## src/rtl/risc5_intctl_if.sv

```systemverilog
// CPU/IO-bus side bundle of the interrupt controller: irq lines, CPU handshake, register port.
// master drives requests/strobes, slave (the controller) drives req/vec/rdata.
interface risc5_intctl_if #(
    parameter int NIRQ = 8,
    parameter int PCW  = 22
);
    logic [NIRQ-1:0] irq;
    logic            cpu_ie;
    logic            ack;
    logic            rti;
    logic            req;
    logic [PCW-1:0]  vec;
    logic            wr;
    logic            rd;
    logic [1:0]      adr;
    logic [31:0]     wdata;
    logic [31:0]     rdata;

    modport master (
        output irq, cpu_ie, ack, rti, wr, rd, adr, wdata,
        input  req, vec, rdata
    );

    modport slave (
        input  irq, cpu_ie, ack, rti, wr, rd, adr, wdata,
        output req, vec, rdata
    );
endinterface

```

## src/rtl/risc5_intctl.sv

```systemverilog
// Vectored, nesting interrupt controller: irq edge-to-req latency 3 clocks, level 2 clocks.
// No backpressure: req is held until ack; ack/rti/register writes act at the sampling edge.
module risc5_intctl #(
    parameter int NIRQ       = 8,
    parameter int PCW        = 22,
    parameter int VEC_BASE   = 1,
    parameter int VEC_STRIDE = 2
) (
    input  logic           clk,
    input  logic           rst,
    risc5_intctl_if.slave  bus
);
    typedef logic [NIRQ-1:0] chan_t;

    chan_t s1, s2, s3;
    chan_t pend_e, en, mode, isr;
    chan_t edge_det, pend, top_oh, below_top, elig, id_oh, pend_clr, isr_n;
    logic [4:0] top, id;
    logic ack_fire, pend_wr;
    logic unused_ok;

    assign edge_det = s2 & ~s3;
    assign pend     = (mode & s2) | (~mode & pend_e);

    // Lowest set bit of ISR; minus one gives the mask of strictly higher priorities
    // (all ones when nothing is in service).
    assign top_oh    = isr & (~isr + chan_t'(1));
    assign below_top = top_oh - chan_t'(1);
    assign elig      = pend & en & below_top;
    assign id_oh     = elig & (~elig + chan_t'(1));

    always_comb begin
        top = '0;
        id  = '0;
        for (int i = NIRQ - 1; i >= 0; i--) begin
            if (isr[i])
                top = 5'(i);
            if (elig[i])
                id = 5'(i);
        end
    end

    assign bus.req  = bus.cpu_ie & (|elig);
    assign bus.vec  = PCW'(VEC_BASE) + PCW'(id) * PCW'(VEC_STRIDE);
    assign ack_fire = bus.ack & bus.req;
    assign pend_wr  = bus.wr && (bus.adr == 2'd1);

    assign pend_clr = (pend_wr ? bus.wdata[NIRQ-1:0] : '0) | (ack_fire ? id_oh : '0);
    // rti retires the innermost level before ack pushes the new one.
    assign isr_n    = (isr & ~(bus.rti ? top_oh : '0)) | (ack_fire ? id_oh : '0);

    always_ff @(posedge clk or posedge rst) begin
        if (rst) begin
            s1     <= '0;
            s2     <= '0;
            s3     <= '0;
            pend_e <= '0;
            isr    <= '0;
            en     <= '0;
            mode   <= '0;
        end else begin
            s1     <= bus.irq;
            s2     <= s1;
            s3     <= s2;
            pend_e <= edge_det | (pend_e & ~pend_clr);
            isr    <= isr_n;
            if (bus.wr && (bus.adr == 2'd0))
                en <= bus.wdata[NIRQ-1:0];
            if (bus.wr && (bus.adr == 2'd2))
                mode <= bus.wdata[NIRQ-1:0];
        end
    end

    always_comb begin
        bus.rdata = '0;
        case (bus.adr)
            2'd0: bus.rdata = 32'(en);
            2'd1: bus.rdata = 32'(pend);
            2'd2: bus.rdata = 32'(mode);
            default: begin
                bus.rdata[31]   = |isr;
                bus.rdata[16]   = bus.req;
                bus.rdata[12:8] = id;
                bus.rdata[4:0]  = top;
            end
        endcase
    end

    // Reads are side-effect free, so rd and the unused wdata bits are not needed.
    assign unused_ok = ^{bus.rd, bus.wdata};
endmodule

```

## src/flat_wrapper.sv

```systemverilog
// flat-port wrapper written by rule: the top's interface ports become plain ports
module risc5_intctl_flat 
#(
    parameter int NIRQ       = 8,
    parameter int PCW        = 22,
    parameter int VEC_BASE   = 1,
    parameter int VEC_STRIDE = 2
)
  (clk, rst, bus_irq, bus_cpu_ie, bus_ack, bus_rti, bus_wr, bus_rd, bus_adr, bus_wdata, bus_req, bus_vec, bus_rdata);
  risc5_intctl_if #(.NIRQ(NIRQ), .PCW(PCW)) bus_i ();
  input  logic clk;
  input  logic rst;
  input wire logic [$bits(bus_i.irq)-1:0] bus_irq;
  input wire logic [$bits(bus_i.cpu_ie)-1:0] bus_cpu_ie;
  input wire logic [$bits(bus_i.ack)-1:0] bus_ack;
  input wire logic [$bits(bus_i.rti)-1:0] bus_rti;
  input wire logic [$bits(bus_i.wr)-1:0] bus_wr;
  input wire logic [$bits(bus_i.rd)-1:0] bus_rd;
  input wire logic [$bits(bus_i.adr)-1:0] bus_adr;
  input wire logic [$bits(bus_i.wdata)-1:0] bus_wdata;
  output wire logic [$bits(bus_i.req)-1:0] bus_req;
  output wire logic [$bits(bus_i.vec)-1:0] bus_vec;
  output wire logic [$bits(bus_i.rdata)-1:0] bus_rdata;
  assign bus_i.irq = bus_irq;
  assign bus_i.cpu_ie = bus_cpu_ie;
  assign bus_i.ack = bus_ack;
  assign bus_i.rti = bus_rti;
  assign bus_i.wr = bus_wr;
  assign bus_i.rd = bus_rd;
  assign bus_i.adr = bus_adr;
  assign bus_i.wdata = bus_wdata;
  assign bus_req = bus_i.req;
  assign bus_vec = bus_i.vec;
  assign bus_rdata = bus_i.rdata;
  risc5_intctl #(.NIRQ(NIRQ), .PCW(PCW), .VEC_BASE(VEC_BASE), .VEC_STRIDE(VEC_STRIDE)) u_core (.clk(clk), .rst(rst), .bus(bus_i));
endmodule
```

## config.mk

```make
export PLATFORM = sky130hd
export DESIGN_NAME = risc5_intctl_flat
export DESIGN_NICKNAME = d
export VERILOG_FILES = /design/src/rtl/risc5_intctl_if.sv /design/src/rtl/risc5_intctl.sv /design/src/flat_wrapper.sv
export SDC_FILE = /design/constraint.sdc
export NUM_CORES = 1
export LEC_CHECK = 0
export ABC_AREA = 1
export CORE_MARGIN = 4
export CORE_UTILIZATION = 27
export DETAILED_ROUTE_END_ITERATION = 6
export PLACE_DENSITY_LB_ADDON = 0.08
export SYNTH_ARGS = -nofsm -noshare
export SYNTH_HDL_FRONTEND = slang
export SYNTH_SLANG_ARGS = --single-unit
export TNS_END_PERCENT = 1
```

## constraint.sdc

```tcl
create_clock -name clk -period 2.8 [get_ports clk]
set_clock_uncertainty 0.15 [all_clocks]
set_input_delay 0.84 -clock clk [delete_from_list [all_inputs] [get_ports clk]]
set_output_delay 0.84 -clock clk [all_outputs]
set_load 0.01 [all_outputs]
```

==> flow_metrics.env, run 1 <==
export IMPL_final_common_cell="nand2_1"
export IMPL_worstPathCellList="nor2_4 -> buf_6 -> nand3_4 -> inv_2 -> nand2_2 -> nor2_2 -> inv_2 -> o21ai_2 -> o21ai_2 -> a21oi_2 -> buf_2"
export IMPL_grt_pass1_wl_mm=12.4
export IMPL_avgSynthCellArea_um2=8.40
export IMPL_setup_slack_ns=-0.0451
export IMPL_clockBufferDepth=2
export IMPL_hold_buffers=0
export IMPL_pwr_share_clk_pct=19.9
export IMPL_h_tree_depth=2
export IMPL_ys_ff_latch=56
export IMPL_wl_per_cell_um=12.8
export IMPL_cts_root_buf="clkbuf_8"
export IMPL_area_growth_pct=33.3
export IMPL_finish_instance_area_um2=3980
export IMPL_final_util_pct=36.7
export IMPL_fmax_mhz=351
export IMPL_synth_area_um2=2980
export IMPL_gp_congestion=0.806
export IMPL_die_area_um2=12800
export IMPL_hold_violations=0
export IMPL_cts_num_sinks=56
export IMPL_cts_clk_slew_worst_paths_ns=0.11
export IMPL_rsz0062_at_grt="true"
export IMPL_finalNonFillerCells=590
export IMPL_cts_tree="done"
export IMPL_cp_slowest_cell="dfrtp_1"
export IMPL_rows=38
export IMPL_startpoint_type="register"
export IMPL_ys_seq_area_share_pct=47.0
export IMPL_insertion_delay_ns=0.31
export IMPL_syn_inst=355
export IMPL_worstPathArrival_ns=1.86
export IMPL_drv_slew=0
export IMPL_min_period_ns=2.85
export IMPL_die_x_um=113
export IMPL_critPathRequiredTime_ns=1.81
export IMPL_coreArea_um2=10800
export IMPL_dr_total_vias=2391
export IMPL_ir_drop_mv=0.276
export IMPL_wirelength_mm=7.56
export IMPL_power_share_combinational_pct=44.6
export IMPL_io_pins=104
export IMPL_seqPwrFrac_pct=35.5
export IMPL_fin_nets=498
export IMPL_p_int_w=0.00172
export IMPL_drt_iter0_markers=51
export IMPL_violations="setup timing"
export IMPL_placed_area_um2=3770
export IMPL_ant_nets=0
export IMPL_synth_warnings=0
export IMPL_viasPerCell=4.05
export IMPL_cellLeakagePower_nw=2.09
export IMPL_maxCapViolCount=0
export IMPL_endpoint_kind="output pin"
export IMPL_setup_viol=4
export IMPL_path_class="reg2out"
export IMPL_antenna_found_initial=0
export IMPL_grt_remaining_overflow=0
export IMPL_pwr_density_cell_nw_per_um2=681
export IMPL_initial_utilization_pct=27.5
export IMPL_grt_max_degree=41
export IMPL_hpwl_mm=6.04
export IMPL_ys_types=34
export IMPL_grt_pass1_vias=2404
export IMPL_n_antenna_cell=0
export IMPL_crit_path_max_fanout=4
export IMPL_status="finished with violations"
export IMPL_fill_cells=1144
export IMPL_io_buffers=40
export IMPL_layout_common_cells="nand2_1, dfrtp_1, inv_1, buf_4, conb_1"
export IMPL_firstDrtPassIters=4
export IMPL_slowest_delay_ns=0.43
export IMPL_netSwitchingFraction_pct=36.5
export IMPL_hold_worst_slack_ns=0.207
export IMPL_numCtsBuffers=5
export IMPL_hold_path_class="reg2reg"
export IMPL_remaining_drc_errors=0
export IMPL_layout_drive_gt1_share_pct=31.3
export IMPL_fin_crit_sh_pct=102
export IMPL_grt_usage_pct=12.2
export IMPL_p_sw_w=0.000990
export IMPL_placed_cells=576
export IMPL_die_h_um=113
final timing paths:
path | start | endpoint | slack (ns) | depth (start not counted)
min reg2reg | u_core.s1[7] | u_core.s2[7] | 0.21 | 0
min in group asynchronous | rst | u_core.en[0] | 0.68 | 2
max reg2reg | u_core.isr[0] | u_core.pend_e[3] | 0.83 | 12
max in group asynchronous | rst | u_core.mode[2] | 1.26 | 3
max | u_core.isr[1] | bus_rdata[8] | -0.05 | 11
min | u_core.s1[7] | u_core.s2[7] | 0.21 | 0
cells in the mapped netlist:
cell type | number | area (um2)
o211ai_1 | 3 | 22.5
nor2_2 | 6 | 37.5
conb_1 | 2 | 7.51
nor3_1 | 3 | 15.0
or2_2 | 4 | 25.0
nand2_1 | 76 | 285
nand2_2 | 6 | 37.5
inv_4 | 1 | 6.26
o21ai_0 | 32 | 160
buf_4 | 38 | 285
o22ai_1 | 2 | 12.5
nor2_4 | 6 | 67.6
nor2_1 | 22 | 82.6
inv_2 | 6 | 22.5
clkbuf_1 | 2 | 7.51
nand4_2 | 4 | 50.1
nand3_1 | 5 | 25.0
o21bai_1 | 1 | 7.51
a21oi_1 | 2 | 10.0
o2111ai_1 | 2 | 17.5
a21oi_2 | 1 | 8.76
nand3b_2 | 1 | 11.3
nand3_2 | 3 | 30.0
nand4_1 | 4 | 25.0
o21ai_1 | 2 | 10.0
a21boi_0 | 1 | 7.51
o31ai_1 | 3 | 22.5
buf_2 | 2 | 10.0
nand2_4 | 3 | 33.8
inv_1 | 51 | 191
o21ai_2 | 1 | 8.76
o21bai_2 | 1 | 11.3
o221ai_1 | 3 | 26.3
dfrtp_1 | 56 | 1400
sequential cells by signal (all words and copies together) (netlist names):
register / flops
u_core.pend_e: 8
u_core.s1: 8
u_core.en: 8
u_core.mode: 8
u_core.s3: 8
u_core.isr: 8
u_core.s2: 8
power groups by stage:
stage | clock, W | sequential, W | combinational, W
floorplan | 0 | 0.000965 | 0.000641
global placement | 0 | 0.000974 | 0.00113
detailed placement | 0 | 0.000976 | 0.00112
CTS | 0.000566 | 0.000961 | 0.00120
global route | 0.000603 | 0.000975 | 0.00134
finish | 0.000540 | 0.000960 | 0.00121
metal layers:
layer	up-vias	global-route usage [%]	routed length, um
li1	1229	-	-
met2	64	20.3	3690
met5	-	0	0
met1	1094	17.0	3490
met3	4	2.03	340
met4	0	2.16	41
through the flow:
stage / total power [W] / TNS [ns] / setup WS (ns)
after floorplan: 0.00161 / 0 / 0.357
after global placement: 0.00210 / -9.51 / -0.770
after detailed placement: 0.00210 / -9.54 / -0.776
after CTS: 0.00273 / -0.242 / -0.0869
after global routing: 0.00291 / -1.04 / -0.189
final: 0.00271 / -0.125 / -0.0451
logic make-up after synthesis:
group | synth area share [%]
AND/OR/NAND/NOR | 24.3
AO/OA/AOI/OAI | 10.9
flip-flops | 47.0
buffers and inverters | 17.5
other | 0.252
worst max-delay path: cells and delay by family, from the launching register on:
kind / cells / cell delay (ns)
AOI/OAI and AO/OA: 3 / 0.27
buffers and inverters: 4 / 0.41
DFF: 1 / 0.43
and+or+nand+nor: 4 / 0.42
cell type report:
type | count | area [um2] | share of cell area (%)
Clock buffer | 6 | 72.6 | 1.83
Inverter | 58 | 225 | 5.67
Sequential cell | 56 | 1400 | 35.3
Clock inverter | 2 | 35.0 | 0.881
Timing Repair Buffer | 93 | 754 | 19.0
Tap cell | 140 | 175 | 4.41
Multi-Input combinational cell | 235 | 1310 | 33.0
repair_timing:
item                       4_1_cts  5_1_grt
setup endpoints to repair       17       14
gates cloned                     0        0
gates resized for setup        102        9
buffers inserted                 5        1
pin swaps                       13        8
Note: power is estimated with default switching activity, not from simulation.
==> inputs of run 2 (changes only) <==
--- a/config.mk
+++ b/config.mk
@@ -9,6 +9,7 @@
 export CORE_MARGIN = 4
 export CORE_UTILIZATION = 27
 export DETAILED_ROUTE_END_ITERATION = 6
+export DONT_BUFFER_PORTS = 1
 export PLACE_DENSITY_LB_ADDON = 0.08
 export SYNTH_ARGS = -nofsm -noshare
 export SYNTH_HDL_FRONTEND = slang
==> run 2 against run 1 <==
  * The run still ends with setup timing left
  * Critical path depth is 4 lower
  * Global-route usage is 0.60 points lower
  * Non-clock buffer count is 66 lower
  * Clock power hardly changed
  * Final cell count is 11% lower
  * Largest power group unchanged
==> flow_metrics.env, run 2 (synthesized netlist as in run 1, its figures left out) <==
export IMPL_drt_iter0_markers=55
export IMPL_endpoint_kind="output pin"
export IMPL_fin_nets=432
export IMPL_initial_utilization_pct=27.5
export IMPL_gp_congestion=0.791
export IMPL_rsz0062_at_grt="true"
export IMPL_worstPathArrival_ns=1.82
export IMPL_hold_worst_slack_ns=0.206
export IMPL_drv_slew=0
export IMPL_ant_nets=0
export IMPL_rows=38
export IMPL_cts_clk_slew_worst_paths_ns=0.10
export IMPL_pwr_density_cell_nw_per_um2=733
export IMPL_cellLeakagePower_nw=1.77
export IMPL_insertion_delay_ns=0.32
export IMPL_finish_instance_area_um2=3430
export IMPL_hold_path_class="reg2reg"
export IMPL_grt_pass1_vias=2166
export IMPL_setup_slack_ns=-0.00914
export IMPL_fmax_mhz=356
export IMPL_viasPerCell=4.19
export IMPL_path_class="reg2out"
export IMPL_io_buffers=0
export IMPL_layout_common_cells="nand2_1, dfrtp_1, inv_1, conb_1, o21ai_0"
export IMPL_grt_remaining_overflow=0
export IMPL_remaining_drc_errors=0
export IMPL_wl_per_cell_um=14.3
export IMPL_die_h_um=113
export IMPL_hold_buffers=0
export IMPL_area_growth_pct=15.1
export IMPL_firstDrtPassIters=4
export IMPL_n_antenna_cell=0
export IMPL_final_common_cell="nand2_1"
export IMPL_grt_pass1_wl_mm=11.6
export IMPL_layout_drive_gt1_share_pct=24.2
export IMPL_crit_path_max_fanout=5
export IMPL_grt_usage_pct=11.6
export IMPL_status="finished with violations"
export IMPL_startpoint_type="register"
export IMPL_io_pins=104
export IMPL_violations="setup timing"
export IMPL_fin_crit_sh_pct=100
export IMPL_fill_cells=1160
export IMPL_die_area_um2=12800
export IMPL_cts_num_sinks=56
export IMPL_ir_drop_mv=0.270
export IMPL_maxCapViolCount=0
export IMPL_cts_tree="done"
export IMPL_slew_headroom_pct=59.3
export IMPL_tightest_slew_ns=0.608
export IMPL_wirelength_mm=7.49
export IMPL_critPathRequiredTime_ns=1.81
export IMPL_hpwl_mm=5.68
export IMPL_antenna_found_initial=0
export IMPL_clockBufferDepth=2
export IMPL_setup_viol=3
export IMPL_power_w=0.00252
export IMPL_h_tree_depth=2
export IMPL_placed_area_um2=3110
export IMPL_dr_total_vias=2198
export IMPL_min_period_ns=2.81
export IMPL_coreArea_um2=10800
export IMPL_numCtsBuffers=5
export IMPL_hold_violations=0
export IMPL_grt_max_degree=36
export IMPL_cts_root_buf="clkbuf_8"
export IMPL_r2r_slack_ns=0.82
export IMPL_place_ws_ns=0.122
export IMPL_die_x_um=113
[run 2: cell types whose count changed in the layout (fill, tap and decap cells not counted), sizes merged]
| cell | previous run | this run |
|---|---|---|
| buf | 71 | 27 |
| clkdlybuf4s50 | 21 | 0 |
| dlygate4sd2 | 1 | 0 |
[run 2: critical path, stage by stage, from the launching register on]
cell and delay [ns]:
dfrtp_2 0.45, nor2_4 0.24, nand2_2 0.12, nor2_4 0.16, nand2_4 0.09, nor3_4 0.15
o21ai_2 0.10, a21oi_2 0.19
[run 2: routing by layer]
| metal | GRT usage (%) | vias up | wire length (um) | part of all wire [%] |
|---|---|---|---|---|
| met5 | 0 | - | 0 | 0 |
| met4 | 2.16 | 0 | 31 | 0.41 |
| met2 | 19.7 | 54 | 3620 | 48 |
| met3 | 2.41 | 3 | 427 | 5.7 |
| li1 | - | 1092 | - | - |
| met1 | 15.5 | 1049 | 3410 | 46 |
[run 2: power breakdown]
| part | switching (W) | leakage, nW | internal (W) | total [W] |
|---|---|---|---|---|
| clock | 0.000276 | 0.0552 | 0.000266 | 0.000543 |
| sequential | 0.0000688 | 0.668 | 0.000900 | 0.000968 |
| combinational | 0.000615 | 1.05 | 0.000391 | 0.00101 |
| total | 0.000960 | 1.77 | 0.00156 | 0.00252 |
[run 2: layout make-up]
| type | instances | area (um2) | share of cell area (%) |
|---|---|---|---|
| clock buffers | 6 | 72.6 | 2.11 |
| repair buffers | 27 | 226 | 6.60 |
| flip-flops and latches | 56 | 1400 | 40.9 |
| clock inverters | 2 | 35.0 | 1.02 |
| inverters | 58 | 220 | 6.41 |
| multi-input cells | 235 | 1300 | 37.9 |
| well taps | 140 | 175 | 5.10 |
[run 2: what timing repair did]
item / in CTS / in global routing
resized for setup: 19 / 11
pin swaps: 7 / 13
endpoints found under the setup margin: 7 / 8
cloned: 0 / 0
setup buffers: 5 / 8
[run 2: worst paths after layout]
check                                   end  depth (start not counted)     startpoint
setup / recovery               bus_rdata[8]                          7  u_core.isr[2]
hold / removal                 u_core.s2[0]                          0   u_core.s1[0]
setup reg to reg           u_core.pend_e[7]                         11  u_core.isr[1]
hold reg to reg                u_core.s2[0]                          0   u_core.s1[0]
max in group asynchronous     u_core.isr[2]                          2            rst
min in group asynchronous  u_core.pend_e[0]                          1            rst
[run 2: stage by stage]
| stage | std cells | utilization (%) | setup TNS [ns] |
|---|---|---|---|
| after CTS | 516 | 30.7 | -0.0355 |
| after floorplan | 391 | - | 0 |
| after detailed placement | 503 | 28.7 | 0 |
| after global placement | 503 | 28.7 | 0 |
| final | 524 | 31.7 | -0.0200 |
| after global routing | 524 | 31.7 | -0.493 |
==> inputs of run 3 (changes only) <==
--- a/config.mk
+++ b/config.mk
@@ -11,6 +11,7 @@
 export DETAILED_ROUTE_END_ITERATION = 6
 export DONT_BUFFER_PORTS = 1
 export PLACE_DENSITY_LB_ADDON = 0.08
+export SLEW_MARGIN = 40
 export SYNTH_ARGS = -nofsm -noshare
 export SYNTH_HDL_FRONTEND = slang
 export SYNTH_SLANG_ARGS = --single-unit
==> results of run 3 <==
Same layout as run 2: the final DEF is identical, and so are final timing and power.
